### config.mk
export PLATFORM = sky130hd
export DESIGN_NAME = uart_byte_rx
export DESIGN_NICKNAME = d
export VERILOG_FILES = /design/src/rtl/uart_byte_rx.sv
export SDC_FILE = /design/constraint.sdc
export NUM_CORES = 1
export LEC_CHECK = 0
export BUFFER_PORTS_ARGS = -buffer_cell sky130_fd_sc_hd__buf_2
export CAP_MARGIN = 25
export CORE_ASPECT_RATIO = 1.1
export CORE_UTILIZATION = 40
export DETAILED_ROUTE_END_ITERATION = 8
export RECOVER_POWER = 100
export SYNTH_ARGS = -nofsm -noshare
export SYNTH_HDL_FRONTEND = slang
export SYNTH_SLANG_ARGS = --single-unit
### constraint.sdc
create_clock -name clk -period 4 [get_ports clk]
set_input_delay 0.2 -clock clk [delete_from_list [all_inputs] [get_ports clk]]
set_output_delay 0.2 -clock clk [all_outputs]
set_load 0.01 [all_outputs]
### src/rtl/uart_byte_rx.sv
// uart_byte_rx: 8N1 UART byte receiver, 16x oversampling, 3-sample majority vote per bit.
// Ports: clk (50 MHz), rst_n (async active-low), rs232_rx (serial in, idle high),
//        baud_set (0:9600 1:19200 2:38400 3:57600 4:115200 else 9600),
//        data_byte (last good byte), rx_done (1-cycle strobe), rx_state (frame in progress),
//        frame_err (1-cycle bad-stop strobe, only when UART_RX_FRAME_ERR_EN is defined).
module uart_byte_rx (
   input  logic       clk,
   input  logic       rst_n,
   input  logic       rs232_rx,
   input  logic [2:0] baud_set,
   output logic [7:0] data_byte,
   output logic       rx_done,
   output logic       rx_state,
   output logic       frame_err
);
   typedef enum logic {IDLE, RECV} state_t;
   state_t      state;
   logic        sync1, sync2, sync2_d;
   logic [15:0] div_cnt, term, term_sel;
   logic [7:0]  os_cnt, shreg;
   logic [1:0]  vote;
   logic [3:0]  slot, bit_idx;
   logic        os_tick, start_edge, bit_val;
   always_comb begin
      term_sel   = baud_set == 3'd1 ? 16'd162 :
                   baud_set == 3'd2 ? 16'd80  :
                   baud_set == 3'd3 ? 16'd53  :
                   baud_set == 3'd4 ? 16'd26  : 16'd324;
      start_edge = sync2_d & ~sync2;
      os_tick    = (state == RECV) && (div_cnt == term);
      slot       = os_cnt[3:0];
      bit_idx    = os_cnt[7:4];
      // third sample is the live one; the first two are already in vote
      bit_val    = ({1'b0, vote} + {2'b00, sync2}) >= 3'd2;
   end
`ifndef UART_RX_FRAME_ERR_EN
   assign frame_err = 1'b0;
`endif
   always_ff @(posedge clk or negedge rst_n) begin
      if (!rst_n) begin
         sync1     <= 1'b1;
         sync2     <= 1'b1;
         sync2_d   <= 1'b1;
         state     <= IDLE;
         div_cnt   <= '0;
         term      <= '0;
         os_cnt    <= '0;
         shreg     <= '0;
         vote      <= '0;
         data_byte <= '0;
         rx_done   <= 1'b0;
         rx_state  <= 1'b0;
`ifdef UART_RX_FRAME_ERR_EN
         frame_err <= 1'b0;
`endif
      end else begin
         sync1   <= rs232_rx;
         sync2   <= sync1;
         sync2_d <= sync2;
         rx_done <= 1'b0;
`ifdef UART_RX_FRAME_ERR_EN
         frame_err <= 1'b0;
`endif
         if (state == IDLE) begin
            if (start_edge) begin
               state    <= RECV;
               rx_state <= 1'b1;
               div_cnt  <= '0;
               os_cnt   <= '0;
               vote     <= '0;
               term     <= term_sel;
            end
         end else begin
            div_cnt <= os_tick ? 16'd0 : div_cnt + 16'd1;
            if (os_tick) begin
               os_cnt <= os_cnt + 8'd1;
               if (slot == 4'd7 || slot == 4'd8)
                  vote <= vote + {1'b0, sync2};
               if (slot == 4'd9) begin
                  vote <= '0;
                  if (bit_idx == 4'd0 && bit_val) begin
                     state    <= IDLE;
                     rx_state <= 1'b0;
                  end else if (bit_idx >= 4'd1 && bit_idx <= 4'd8) begin
                     shreg <= {bit_val, shreg[7:1]};
                  end else if (bit_idx == 4'd9) begin
                     // frame closes at mid-stop so a back-to-back start edge is caught
                     state    <= IDLE;
                     rx_state <= 1'b0;
`ifdef UART_RX_FRAME_ERR_EN
                     rx_done   <= bit_val;
                     frame_err <= ~bit_val;
                     if (bit_val) data_byte <= shreg;
`else
                     rx_done   <= 1'b1;
                     data_byte <= shreg;
`endif
                  end
               end
            end
         end
      end
   end
endmodule

== Yosys cells after proc, flatten, opt, wreduce, memory -nomap -nowiden ==
Cells that the tools add are included.

* Bits in registers: 64
* Word-level logic and storage cells: 85
* Bits in latches: 0
* Memories: 0
* Input port bits: 6
* Memory bits (writable): 0
* Memory bits (read-only): 0

* Bitwise operators: 5
* Shifts and indexed selects: 0
* Reduce and logical (&&, ||, !) cells: 12
* Equality and inequality tests: 14
* Mux-type cells: 35
* Add/sub/neg operators: 4
* $lt $le $gt $ge: 3
* Multiply operators: 0
* Divide/modulo/power cells: 0

{| class="wikitable"
|+ Operators with widths
! cell !! number
|-
| 2-to-1 mux 16 bit || 3
|-
| 2-to-1 mux 9 bit || 4
|-
| 2-to-1 mux 8 bit || 3
|-
| 2-to-1 mux 1 bit || 20
|-
| adder 16 x 1 -> 16 bit, second input constant || 1
|-
| equality test 16 bit || 1
|-
| equality test 4 bit, second input constant || 3
|-
| 2-to-1 mux 2 bit || 5
|-
| AND reduction 5 bit || 2
|-
| adder 8 x 1 -> 8 bit, second input constant || 1
|-
| equality test 3 x 2 -> 1 bit, second input constant || 2
|-
| != test 3 x 1 -> 1 bit, second input constant || 2
|-
| AND reduction 6 bit || 1
|-
| equality test 4 x 3 -> 1 bit, second input constant || 1
|-
| greater-or-equal comparator 4 x 1 -> 1 bit, second input constant || 1
|-
| less-or-equal comparator 4 bit, second input constant || 1
|-
| logical NOT 4 bit || 1
|-
| != test 2 x 1 -> 1 bit, second input constant || 2
|-
| inverter 1 bit || 4
|-
| AND reduction 2 bit || 2
|-
| adder 2 x 1 -> 3 bit || 1
|-
| equality test 3 x 1 -> 1 bit, second input constant || 1
|-
| equality test 3 bit, second input constant || 1
|-
| greater-or-equal comparator 3 x 2 -> 1 bit, second input constant || 1
|-
| 7 further kinds || 9
|}

== Logic depth before layout (Yosys ltp) ==
* Depth in word-level cells: 7
* Gate-level depth with buffers: 8
* Mapped depth without buffers: 8

== Worst setup path before layout ==
No wires, ideal clock.

* Kind: reg2reg
* Start point: register div_cnt[10]
* End point: register shreg[0]
* Required time: 3.875 ns
* Clock period less this slack: 2.283 ns
* Data arrival time: 2.159 ns
* Path slack: 1.717 ns
* Library setup time: 0.125 ns
* Stages on the path, launching flop included: 7
* Path through: dfrtp_1 nor4_4 nand4_2 or4_1 buf_6 nor3_4 mux2_2

* Word-level cells in the longest chain between the ends: 3

{| class="wikitable"
|+ Ends and longest elaborated chain
! what !! line !! source
|-
| start: declaration || 19 || <nowiki>logic [15:0] div_cnt, term, term_sel;</nowiki>
|-
| start signal: assignment || 74 || <nowiki>div_cnt <= os_tick ? 16'd0 : div_cnt + 16'd1;</nowiki>
|-
| equality test 16 bit || 30 || <nowiki>os_tick = (state == RECV) && (div_cnt == term);</nowiki>
|-
| logical AND 1 bit || 30 ||
|-
| AND reduction 5 bit (no source line) || n/a ||
|-
| end signal: assignment || 85 || <nowiki>shreg <= {bit_val, shreg[7:1]};</nowiki>
|-
| end: declaration || 20 || <nowiki>logic [7:0] os_cnt, shreg;</nowiki>
|}

No other way between the ends.
A chain may end at the register's enable or synchronous reset.

== Worst setup path after layout ==
* Start point: register div_cnt[4]
* End point: register shreg[1]

Same word-level chain as after synthesis.

==> impl_metrics.env <==
export IMPL_cp_depth=5
export IMPL_grt_pass1_vias=1883
export IMPL_synthTopCellsByCount="dfrtp_1, nand2_1, nor2_1"
export IMPL_powerDensity_nw_per_um2=456.7
export IMPL_slowest_stage="nor3_1"
export IMPL_rows=31
export IMPL_setup_tns_final_ns=0
export IMPL_cp_num_buf_inv=0
export IMPL_cpLargestDelayFamily="simple AND/OR/NAND/NOR gates"
export IMPL_final_antenna_net_count=0
export IMPL_worstSkewPairLatency_ns=0.34
export IMPL_synth_cell_types=43
export IMPL_portBuffers=15
export IMPL_synth_area_um2=2848
export IMPL_status="finished, violations left"
export IMPL_setup_violations=0
export IMPL_drive_gt1_share_pct=15.63
export IMPL_timing_rr_end="shreg[1]$_DFFE_PN0P_"
export IMPL_crit_chain="xnor2_1 > nand4_1 > or4_1 > nor3_1 > mux2_2"
export IMPL_max_freq_mhz=320.4
export IMPL_pin_count=17
export IMPL_final_hold_viol_count=11
export IMPL_place_gp_congestion=0.7632
export IMPL_die_w_um=82.45
export IMPL_dieArea_um2=7461
export IMPL_synth_edf_count=0
export IMPL_grt_max_degree=58
export IMPL_crit_required_ns=4.23
export IMPL_totalPowerFinal_mw=1.430
export IMPL_dr_wl_met2_um=2504
export IMPL_htree_levels=3
export IMPL_register_area_um2=1430
export IMPL_ff2ff_path_depth=5
export IMPL_slew_limit_headroom_pct=32.20
export IMPL_leakage_nw=1.371
export IMPL_yosys_top_cells_area="dfrtp_1, xnor2_1, mux2_2, nand2_1, nor2_1"
export IMPL_wl_met3_um=187
export IMPL_vias_per_cell=5.278
export IMPL_avgSynthCellArea_um2=10.67
export IMPL_startpoint_type="flip-flop"
export IMPL_synthFlopType="dfrtp_1"
export IMPL_critical_path_max_stage_delay_ns=0.86
export IMPL_critPathMaxFanout=9
export IMPL_die_height_um=90.50
export IMPL_ys_seq_area_share_pct=50.22
export IMPL_drc=0
export IMPL_clock_skew_final_ns=0.003923
export IMPL_ir_drop_v=0.0002582
export IMPL_wl_per_cell_um=14.25
export IMPL_cts_max_path_buffers=2
export IMPL_crit_end="shreg[1]$_DFFE_PN0P_"
export IMPL_syn_nets=280
export IMPL_hold_path_class="input port to asynchronous set/reset pin"
export IMPL_startpoint="div_cnt[4]$_DFFE_PN0P_"
export IMPL_yosys_warnings=0
export IMPL_final_net_count=296
export IMPL_diodes=0
export IMPL_core_um2=6749
export IMPL_place_hpwl_um=3575
export IMPL_multiInputGateArea_um2=1310
export IMPL_worst_setup_path_type="flip-flop to flip-flop"
export IMPL_tightest_slew_ns=1.009
export IMPL_fin_crit_ns=3.121
export IMPL_rsz0062_at_grt="no"
export IMPL_drtIter0Drc=77
export IMPL_synth_top_cell_by_area="dfrtp_1"
export IMPL_clock_sinks=57
export IMPL_nFillCells=665
export IMPL_r2r_start="div_cnt[4]$_DFFE_PN0P_"
export IMPL_start_util_pct=42.20
export IMPL_holdWs_ns=-0.006422
export IMPL_worstPathArrival_ns=3.35
export IMPL_wl_um=5272
export IMPL_cts_tree="yes"
export IMPL_post_route_period_util_pct=78.03
export IMPL_violations="negative hold slack"
export IMPL_drv_cap=0
export IMPL_highest_layer="met4"
export IMPL_clkTransAtPathRegs_ns=0.07
export IMPL_cts_root_buf="clkbuf_8"
export IMPL_firstDrtPassIters=4
export IMPL_grt_overflow_total=0
export IMPL_numCtsBuffers=9
export IMPL_syn2layout_area_growth_pct=9.930
export IMPL_synth_top_cell_area_share_pct=47.45
export IMPL_synthArstFlopShare_pct=100.0
export IMPL_worstSetupEndpointType="flip-flop"
export IMPL_wl_met1_um=2462
export IMPL_synth_cells=267
export IMPL_grt_pass1_wl_um=9190
export IMPL_synth_ff_latch_count=57
export IMPL_antenna_found_initial=0
export IMPL_final_max_slew_viol_count=0
export IMPL_r2r_slack_ns=0.88
export IMPL_synth_most_common_cell="dfrtp_1"
export IMPL_grt_total_usage_pct=16.86
export IMPL_vias=1953
-- worst register-to-register path, cell delays in order, from the launching register on --
cell     delay (ns)
dfrtp_1        0.45
xnor2_1        0.19
nand4_1        0.36
or4_1          0.73
nor3_1         0.86
mux2_2         0.42
-- registers in the layout (all words and copies together), names as in the netlist --
name,cells
div_cnt,16
term,9
data_byte,8
os_cnt,8
shreg,8
vote,2
rx_done,1
rx_state,1
state,1
sync1,1
sync2,1
sync2_d,1
-- layer usage --
metal / GRT usage [%] / vias up
li1: - / 962
met1: 21.86 / 941
met2: 25.28 / 38
met3: 4.242 / 12
met4: 9.211 / 0
met5: 0 / -
-- logic make-up (layout without fill, tap and decap cells) --
logic type | after synthesis | after routing | share of synthesized area [%]
other cells | 1 | 1 | 0.1317
mux | 17 | 17 | 6.678
xor+xnor | 31 | 31 | 9.534
compound gates | 28 | 28 | 6.503
buf+inv | 19 | 40 | 3.164
simple gates | 107 | 107 | 20.69
flops | 57 | 57 | 50.22
fa+ha+maj | 7 | 7 | 3.075
-- cell usage in the layout, fill, tap and decap left out, drive strengths merged, types with 3 or more instances in the layout --
master	instances
o31ai	6
mux2	16
and2	3
ha	7
nand3	9
xor2	8
nor2	25
a22o	4
clkinvlp	4
nor3	7
and4	5
nand4	8
nor4	7
o21ai	11
dfrtp	54
dfstp	3
xnor2	23
buf	6
nand2	31
inv	7
clkbuf	20
-- area by class of cell --
type                       instances  share of cell area [%]
clock buffer                      10                   4.396
clock inverter                     6                   1.399
inverter                           7                  0.8393
multi-input combinational        191                   41.85
sequential                        57                   45.68
tap                               82                   3.277
timing repair buffer              17                   2.558
-- timing repair --
item / in CTS / in global routing
gates resized for setup: 0 / 0
buffers inserted: 0 / 0
hold buffers: 1 / 0
hold endpoints to repair: 1 / 0
-- stage by stage --
stage | setup slack (ns) | util (%) | instances | area [um2]
2_1_floorplan | 1.717 | - | 267 | 2848
3_3_place_gp | 1.431 | 43.99 | 353 | 2969
3_5_place_dp | 1.414 | 43.99 | 353 | 2969
4_1_cts | 1.400 | 46.83 | 370 | 3161
5_1_grt | 0.6541 | 46.38 | 370 | 3131
6_report | 0.8789 | 46.38 | 370 | 3131
-- power by group --
group	internal, mW	switching, mW
registers	0.638	0.0737
clock network	0.240	0.243
logic	0.107	0.128
total	0.985	0.444
-- how the worst min path moves through the flow --
stage / slack, ns / from / depth (start not counted) / to
after floorplan: -0.1 / rst_n / 0 / data_byte[0]$_DFFE_PN0P_
after global placement: 0.30 / rs232_rx / 1 / sync1$_DFF_PN1_
after detailed placement: 0.31 / rs232_rx / 1 / sync1$_DFF_PN1_
after CTS: 0.03 / rst_n / 2 / os_cnt[4]$_DFFE_PN0P_
after global routing: 0.07 / rst_n / 2 / os_cnt[5]$_DFFE_PN0P_
final: -0.006 / rst_n / 2 / div_cnt[0]$_DFFE_PN0P_
Power figures use the tool's default switching activity.
